$ cat config.mk
export PLATFORM = sky130hd
export DESIGN_NAME = load_store_unit
export DESIGN_NICKNAME = d
export VERILOG_FILES = /design/src/rtl/load_store_unit.sv
export SDC_FILE = /design/constraint.sdc
export NUM_CORES = 1
export LEC_CHECK = 0
export ABC_AREA = 1
export CAP_MARGIN = 20
export CORE_ASPECT_RATIO = 1.1
export CORE_UTILIZATION = 30
export DETAILED_ROUTE_END_ITERATION = 10
export GPL_ROUTABILITY_DRIVEN = 1
export PLACE_DENSITY_LB_ADDON = 0.2
export SLEW_MARGIN = 20
export SYNTH_ARGS = -nofsm -noshare
export SYNTH_HDL_FRONTEND = slang
export SYNTH_SLANG_ARGS = --single-unit
$ cat constraint.sdc
create_clock -name clk -period 2.2 [get_ports clk]
set_clock_uncertainty 0.05 [all_clocks]
set_input_delay 0.44 -clock clk [delete_from_list [all_inputs] [get_ports clk]]
set_output_delay 0.44 -clock clk [all_outputs]
set_load 0.05 [all_outputs]
$ cat src/rtl/load_store_unit.sv
// Load/store initiator: computes the effective address, checks width and alignment,
// strobes the data memory for one cycle and returns a single response via valid/ready.
module load_store_unit #(
  parameter int unsigned REG_WIDTH   = 64,
  parameter bit          ALIGN_CHECK = 1'b1
) (
  input  logic                 clk,
  input  logic                 rst_n,
  input  logic                 req_valid,
  output logic                 req_ready,
  input  logic                 req_is_store,
  input  logic [2:0]           req_funct3,
  input  logic [REG_WIDTH-1:0] req_base,
  input  logic [REG_WIDTH-1:0] req_offset,
  input  logic [REG_WIDTH-1:0] req_wdata,
  output logic                 resp_valid,
  input  logic                 resp_ready,
  output logic [REG_WIDTH-1:0] resp_data,
  output logic                 resp_fault,
  output logic [1:0]           resp_cause,
  output logic [REG_WIDTH-1:0] resp_addr,
  output logic                 MemRead,
  output logic                 MemWrite,
  output logic                 MemSign,
  output logic [1:0]           MemWidth,
  output logic [REG_WIDTH-1:0] wdata,
  output logic [REG_WIDTH-1:0] full_addr,
  input  logic [REG_WIDTH-1:0] rdata
);

  typedef enum logic [1:0] {IDLE, ISSUE, CAPTURE, RESP} state_t;

  state_t               state, state_nx;
  logic                 is_store_q;
  logic [2:0]           funct3_q;
  logic [REG_WIDTH-1:0] addr_q, wdata_q, data_q;
  logic                 fault_q;
  logic [1:0]           cause_q;

  logic [REG_WIDTH-1:0] eff_addr;
  logic                 illegal, misaligned, accept;

  assign eff_addr = req_base + req_offset;
  assign illegal  = req_is_store ? req_funct3[2] : (req_funct3 == 3'b111);
  assign accept   = (state == IDLE) && req_valid;

  always_comb begin
    misaligned = 1'b0;
    case (req_funct3[1:0])
      2'd0:    misaligned = 1'b0;
      2'd1:    misaligned = eff_addr[0];
      2'd2:    misaligned = |eff_addr[1:0];
      default: misaligned = |eff_addr[2:0];
    endcase
    if (!ALIGN_CHECK) misaligned = 1'b0;
  end

  always_comb begin
    state_nx = state;
    case (state)
      IDLE:    if (req_valid) state_nx = (illegal || misaligned) ? RESP : ISSUE;
      ISSUE:   state_nx = is_store_q ? RESP : CAPTURE;
      CAPTURE: state_nx = RESP;
      RESP:    if (resp_ready) state_nx = IDLE;
      default: state_nx = IDLE;
    endcase
  end

  always_ff @(posedge clk or negedge rst_n) begin
    if (!rst_n) begin
      state      <= IDLE;
      is_store_q <= 1'b0;
      funct3_q   <= '0;
      addr_q     <= '0;
      wdata_q    <= '0;
      data_q     <= '0;
      fault_q    <= 1'b0;
      cause_q    <= '0;
    end else begin
      state <= state_nx;
      if (accept) begin
        is_store_q <= req_is_store;
        funct3_q   <= req_funct3;
        addr_q     <= eff_addr;
        wdata_q    <= req_wdata;
        data_q     <= '0;
        fault_q    <= illegal || misaligned;
        // illegal width outranks misalignment
        cause_q    <= illegal ? 2'b10 : (misaligned ? 2'b01 : 2'b00);
      end
      if (state == CAPTURE) data_q <= rdata;
    end
  end

  assign req_ready  = (state == IDLE);
  assign resp_valid = (state == RESP);
  assign resp_data  = data_q;
  assign resp_fault = fault_q;
  assign resp_cause = cause_q;
  assign resp_addr  = addr_q;
  assign MemRead    = (state == ISSUE) && !is_store_q;
  assign MemWrite   = (state == ISSUE) && is_store_q;
  assign MemSign    = funct3_q[2];
  assign MemWidth   = funct3_q[1:0];
  assign wdata      = wdata_q;
  assign full_addr  = addr_q;

endmodule

==> impl_metrics.yaml, run 1 <==
synth:
  synth_xor_area_share_pct: 1.82
  ys_ff_latch: 201
  yosysSeqAreaShare_pct: 36.1
  synth.cell_area_sq_mm: 0.0139
  muxShareOfSynthArea_pct: 0
  synth.distinct_cells: 33
  synth_warnings: 0
  synth-simple-area-share_pct: 39.0
  synth-compound-area-share_pct: 3.34
  syn_avg_cell_area_sq_um: 6.46
  syn-num-nets: 2486
  syn_inst: 2154
  synth_top_family_by_area: "simple AND/OR/NAND/NOR gates"
  synthAdderAreaFrac_pct: 6.16
layout:
  final_common_cell: "nand2_1"
  most-common-layout-cells: "nand2_1 (994), inv_1 (316), clkdlybuf4s50_1 (264)"
  syn2layout_area_growth_pct: 53.3
  nFillCells: 4792
  layout-drive-gt1-share_pct: 13.1
  fin_cells: 3358
  nNetsFinal: 3084
  n_antenna_cell: 0
  multi_input_area_sq_mm: 0.00733
  regArea_sq_mm: 0.00503
grt:
  antenna_found_initial: 2
  grt_pass1_vias: 14900
  grt_pass1_wl_um: 87000
  gr-total-overflow: 0
  globalRouteTotalUtil_pct: 23.6
  grt_max_degree: 84
die:
  design.die.area_sq_mm: 0.0473
  pin_count: 530
  floorplan.initialDensity_pct: 30.5
  core_sq_mm: 0.0457
  row_count: 82
  die_height_um: 228
  die_width_um: 207
power_and_ir_drop:
  power.share.sequential_pct: 23.6
  internal_power_uw: 12600
  combPwrFrac_pct: 62.2
  ir_drop_mv: 0.638
  power_leakage_uw: 0.0121
  p_clk_share_pct: 14.1
  power.density_mw_per_mm2: 1330
  p_sw_uw: 15800
  p_sw_share_pct: 55.6
drt:
  drtAntennaViolNets: 0
  viasPerCell: 4.51
  wl_per_cell_um: 16.9
  drt-total-wl_um: 56900
  firstDrtPassIters: 7
  drc: 0
  route.vias.total: 15100
  drtIter0Drc: 950
timing:
  slew_headroom_pct: 53.6
  period_share_pct: 97.7
  slew_violations: 0
  finalCriticalPeriod_ns: 2.15
  totalNegativeSetupSlack_ns: 0
  rsz0062_at_grt: "yes"
  fmax_ghz: 0.465
  final-setup-viol-count: 0
  hold_viol: 0
  tightest_slew_ns: 0.696
  layout_setup_ws_ns: 0.0496
  timing.hold.ws_ns: 0.357
setup_path:
  crit_path_max_fanout: 2
  cp_slowest_cell: "clkdlybuf4s50_1"
  arrival_ns: 1.66
  cp-start-kind: "register"
  ff2ff_path_depth: 7
  crit_path_max_incr_delay_ns: 0.80
  r2r-start: "state[1]$_DFFE_PN0P_"
  path_cells: "clkdlybuf4s50_1"
  r2r_setup_slack_ns: 0.39
  crit_required_ns: 1.71
  end_kind: "primary output"
  critical_path_class: "register to primary output"
  crit_family: "buffers and inverters"
  path_buf_inv: 1
  reg2reg_to: "full_addr[41]$_DFFE_PN0P_"
placed_design:
  dp_cells: 3313
  globalplace.congestion: 0.909
  place_ws_ns: -0.572
  io_buffer_count: 529
  hpwl_um: 46700
hold_path:
  hp-class: "primary input to async pin"
clocking:
  cts_buffers: 24
  htreeDepth: 1
  cts_tree: "done"
  cts.reportedPaths.clkPinSlew_ns: 0.06
  cts_setup_buffers: 0
  worstSkewPairLatency_ns: 0.53
  clock-root-buffer: "clkbuf_16"
  clockBufferDepth: 3
  clock-sinks: 201
status:
  status: "complete, no violations"
job:
  maxCapViolations: 0
[worst reg2reg max path, cell delays in order, from the launching register on]
cell     delay [ns]
dfrtp_1        0.41
inv_1          0.11
ha_1           0.34
nand2_4        0.19
inv_4          0.14
buf_12         0.22
nand3_1        0.18
nand2_1        0.09
[metrics by stage]
step / utilization, % / instance area [sq um] / power (uW)
detailed placement: 44.8 / 20400 / 25700
global route: 46.8 / 21300 / 29900
finish: 46.8 / 21300 / 28400
global placement: 44.8 / 20400 / 25500
CTS: 46.0 / 21000 / 28700
floorplan: - / 13900 / 19000
[state kept, by name (all words and copies together), names as in the netlist]
signal / cells
state: 2
is_store_q: 1
funct3_q: 3
resp_cause: 2
resp_fault: 1
full_addr: 64
resp_data: 64
wdata: 64
[power groups by stage]
stage / clock network, uW / registers [uW] / logic (uW)
CTS: 4160 / 6760 / 17700
global placement: 0 / 6830 / 18700
floorplan: 0 / 12300 / 6690
detailed placement: 0 / 6860 / 18800
global route: 4310 / 6960 / 18600
finish: 4020 / 6710 / 17700
[Yosys cell counts]
| library cell | n | share of area (%) |
|---|---|---|
| fa_1 | 1 | 0.14 |
| o21bai_1 | 2 | 0.11 |
| xnor2_1 | 27 | 1.7 |
| nor2_1 | 100 | 2.7 |
| clkbuf_1 | 32 | 0.86 |
| nand2_2 | 15 | 0.67 |
| nor3_4 | 2 | 0.23 |
| a21boi_1 | 1 | 0.054 |
| buf_1 | 11 | 0.30 |
| clkinv_1 | 1 | 0.027 |
| buf_2 | 6 | 0.22 |
| inv_2 | 7 | 0.19 |
| o21ai_0 | 24 | 0.86 |
| inv_1 | 316 | 8.5 |
| nand4_1 | 11 | 0.49 |
| nor4_2 | 2 | 0.18 |
| buf_4 | 64 | 3.5 |
| nand2_1 | 1002 | 27 |
| a22o_1 | 1 | 0.063 |
| nand3_2 | 5 | 0.36 |
| ha_1 | 67 | 6.0 |
| nor3_2 | 2 | 0.14 |
| xor2_1 | 2 | 0.13 |
| nand3b_1 | 8 | 0.43 |
| or2_2 | 2 | 0.090 |
| nand3_1 | 146 | 5.2 |
| dfrtp_1 | 201 | 36 |
| a21oi_1 | 44 | 1.6 |
| o21ai_1 | 15 | 0.54 |
| nor3_1 | 11 | 0.40 |
| and2_1 | 2 | 0.090 |
| nor2_2 | 21 | 0.94 |
| o22ai_1 | 3 | 0.13 |
[cell families (layout without fill, tap and decap cells)]
kind of cell / after synthesis / count (layout)
buffers and inverters: 437 / 1053
AND/OR/NAND/NOR: 1329 / 1329
AO/OA/AOI/OAI: 90 / 90
flip-flops: 201 / 201
XOR/XNOR: 29 / 29
adder cells (fa/ha/maj): 68 / 68
[routing by layer]
layer	share of wire, %	track usage [%]
met1	43	29.3
met2	48	41.5
met3	5.4	3.62
met4	3.4	8.05
met5	0.025	0
[final cells by class]
cell class	count	area share (%)
Multi-Input combinational cell	1516	34.3
Timing Repair Buffer	685	29.3
Sequential cell	201	23.6
Inverter	324	5.71
Tap cell	588	3.45
Clock buffer	36	3.31
Clock inverter	8	0.369
[worst max path at each step]
stage / cells past startpoint / slack [ns] / startpoint / to
3_3_place_gp: 12 / -0.59 / req_base[0] / full_addr[42]$_DFFE_PN0P_
5_1_grt: 15 / -0.05 / req_base[11] / full_addr[45]$_DFFE_PN0P_
3_5_place_dp: 12 / -0.57 / req_base[0] / full_addr[58]$_DFFE_PN0P_
6_report: 1 / 0.05 / resp_data[45]$_DFFE_PN0P_ / resp_data[45]
2_1_floorplan: 12 / 0.1 / req_base[0] / full_addr[56]$_DFFE_PN0P_
4_1_cts: 1 / 0.0003 / resp_data[23]$_DFFE_PN0P_ / resp_data[23]
[what timing repair did]
action                     CTS  global route
setup endpoints to repair  190            58
hold endpoints to repair    34             0
gates resized for setup    190            83
hold buffers                 1             0
cloned                       0             0
Note: power is estimated with default switching activity, not from simulation.
==> run 2, diff against run 1 <==
--- a/config.mk
+++ b/config.mk
@@ -10,7 +10,7 @@
 export CORE_ASPECT_RATIO = 1.1
 export CORE_UTILIZATION = 30
 export DETAILED_ROUTE_END_ITERATION = 10
-export GPL_ROUTABILITY_DRIVEN = 1
+export GPL_ROUTABILITY_DRIVEN = 0
 export PLACE_DENSITY_LB_ADDON = 0.2
 export SLEW_MARGIN = 20
 export SYNTH_ARGS = -nofsm -noshare
==> run 2 against run 1 <==
Combinational power about the same. First-iteration DRC count fell by 2.4%. Global-route usage decreased by 0.71 points. Design area increased by 0.68%. Setup slack worse by 0.022 ns. Core utilization increased by 0.32 points. Sequential share of layout area shrank 0.16 points. Final cell count up 0.12%. Critical path type unchanged. Critical endpoint is now resp_data[13].
==> impl_metrics.yaml, run 2 (synthesis results as in run 1) <==
status:
  status: "complete, no violations"
timing:
  slew_headroom_pct: 54.4
  hold_viol: 0
  totalNegativeSetupSlack_ns: 0
  timing.hold.ws_ns: 0.371
  finalCriticalPeriod_ns: 2.17
  period_share_pct: 98.8
  rsz0062_at_grt: "yes"
  tightest_slew_ns: 0.683
  fmax_ghz: 0.460
  slew_violations: 0
  final-setup-viol-count: 0
layout:
  layout-drive-gt1-share_pct: 13.4
  n_antenna_cell: 0
  stdcell_area_sq_mm: 0.0215
  fin_util_pct: 47.1
  most-common-layout-cells: "nand2_1 (991), inv_1 (316), clkdlybuf4s50_1 (272)"
  syn2layout_area_growth_pct: 54.4
  final_common_cell: "nand2_1"
  nNetsFinal: 3090
setup_path:
  cp-start-kind: "register"
  path_cells: "clkdlybuf4s50_1"
  path_buf_inv: 1
  crit_path_max_fanout: 2
  crit_family: "buffers and inverters"
  cp_slowest_cell: "clkdlybuf4s50_1"
  r2r-start: "state[1]$_DFFE_PN0P_"
  cp.depth: 1
  reg2reg_to: "full_addr[39]$_DFFE_PN0P_"
  arrival_ns: 1.68
  crit_path_max_incr_delay_ns: 0.80
  r2r_setup_slack_ns: 0.35
  end_kind: "primary output"
  crit_required_ns: 1.71
  critical_path_class: "register to primary output"
  ff2ff_path_depth: 7
power_and_ir_drop:
  ir_drop_mv: 0.686
  combPwrFrac_pct: 61.9
  internal_power_uw: 12900
  p_sw_share_pct: 54.9
  p_sw_uw: 15700
  total_power_uw: 28600
  power.density_mw_per_mm2: 1330
  power.share.sequential_pct: 23.4
  power_leakage_uw: 0.0123
  p_clk_share_pct: 14.6
die:
  row_count: 82
  die_height_um: 228
  die_width_um: 207
  core_sq_mm: 0.0457
  floorplan.initialDensity_pct: 30.5
  design.die.area_sq_mm: 0.0473
  pin_count: 530
drt:
  viasPerCell: 4.54
  drtAntennaViolNets: 0
  drc: 0
  route.vias.total: 15300
  wl_per_cell_um: 16.4
  firstDrtPassIters: 5
  drtIter0Drc: 927
  drt-total-wl_um: 55200
placed_design:
  placed_cell_area_sq_mm: 0.0205
  hpwl_um: 44700
  io_buffer_count: 529
clocking:
  clockBufferDepth: 3
  clock-root-buffer: "clkbuf_16"
  cts_tree: "done"
  cts.reportedPaths.clkPinSlew_ns: 0.06
  cts_buffers: 25
  worstSkewPairLatency_ns: 0.52
  htreeDepth: 1
  clock-sinks: 201
grt:
  grt_pass1_wl_um: 84500
  antenna_found_initial: 3
  grt_max_degree: 90
  grt_pass1_vias: 15000
  globalRouteTotalUtil_pct: 22.9
  gr-total-overflow: 0
job:
  maxCapViolations: 0
hold_path:
  hp-class: "primary input to async pin"
==> run 2: cell count changes in the layout (fill, tap and decap cells not counted), moves of 3 or more <==
cell | before | now
ha_2 | 13 | 17
nor2_4 | 5 | 2
nand2_1 | 994 | 991
clkinv_2 | 2 | 7
dlymetal6s2s_1 | 17 | 34
clkdlybuf4s50_1 | 264 | 272
nor2_1 | 86 | 91
buf_4 | 204 | 209
dlygate4sd2_1 | 189 | 164
ha_1 | 41 | 36
clkbuf_1 | 7 | 3
==> run 2: power groups by stage <==
stage                     clock network, uW  registers [uW]  logic, uW
after floorplan                           0           12300       6690
after global placement                    0            6810      18600
after detailed placement                  0            6840      18700
after CTS                              4320            6750      17800
after global routing                   4460            6920      18700
final                                  4190            6700      17700
==> run 2: final cells by class <==
cell class	count	area, sq um
clock buffers	31	678
repair buffers	690	6360
clock inverters	12	140
inverters	324	1220
fillers	4665	24200
flip-flops and latches	201	5030
well taps	588	736
multi-input cells	1516	7330
==> run 2: worst max path at each step <==
stage,slack [ns],from,end
6_report,0.03,resp_data[13]$_DFFE_PN0P_,resp_data[13]
2_1_floorplan,0.1,req_base[0],full_addr[56]$_DFFE_PN0P_
3_5_place_dp,-0.59,req_base[0],full_addr[56]$_DFFE_PN0P_
3_3_place_gp,-0.56,req_base[0],full_addr[60]$_DFFE_PN0P_
5_1_grt,-0.01,req_base[28],full_addr[54]$_DFFE_PN0P_
4_1_cts,0.0002,resp_data[16]$_DFFE_PN0P_,resp_data[16]
==> run 2: routing by layer <==
layer | track usage (%) | wire length [um]
met1 | 26.5 | 21900
met4 | 8.82 | 2050
met2 | 41.5 | 27500
met3 | 4.47 | 3710
met5 | 0 | 28
==> run 2: stage by stage <==
stage	std cells	setup slack, ns
after floorplan	2154	0.0989
after global placement	3317	-0.560
after detailed placement	3317	-0.591
after CTS	3361	0.000169
after global routing	3362	-0.0126
final	3362	0.0274
==> run 2: timing repair <==
action	4_1_cts	5_1_grt
buffers inserted	0	1
endpoints found under the hold margin	42	0
pin swaps	0	3
endpoints found under the setup margin	165	68
resized for setup	165	99
hold buffers	1	0
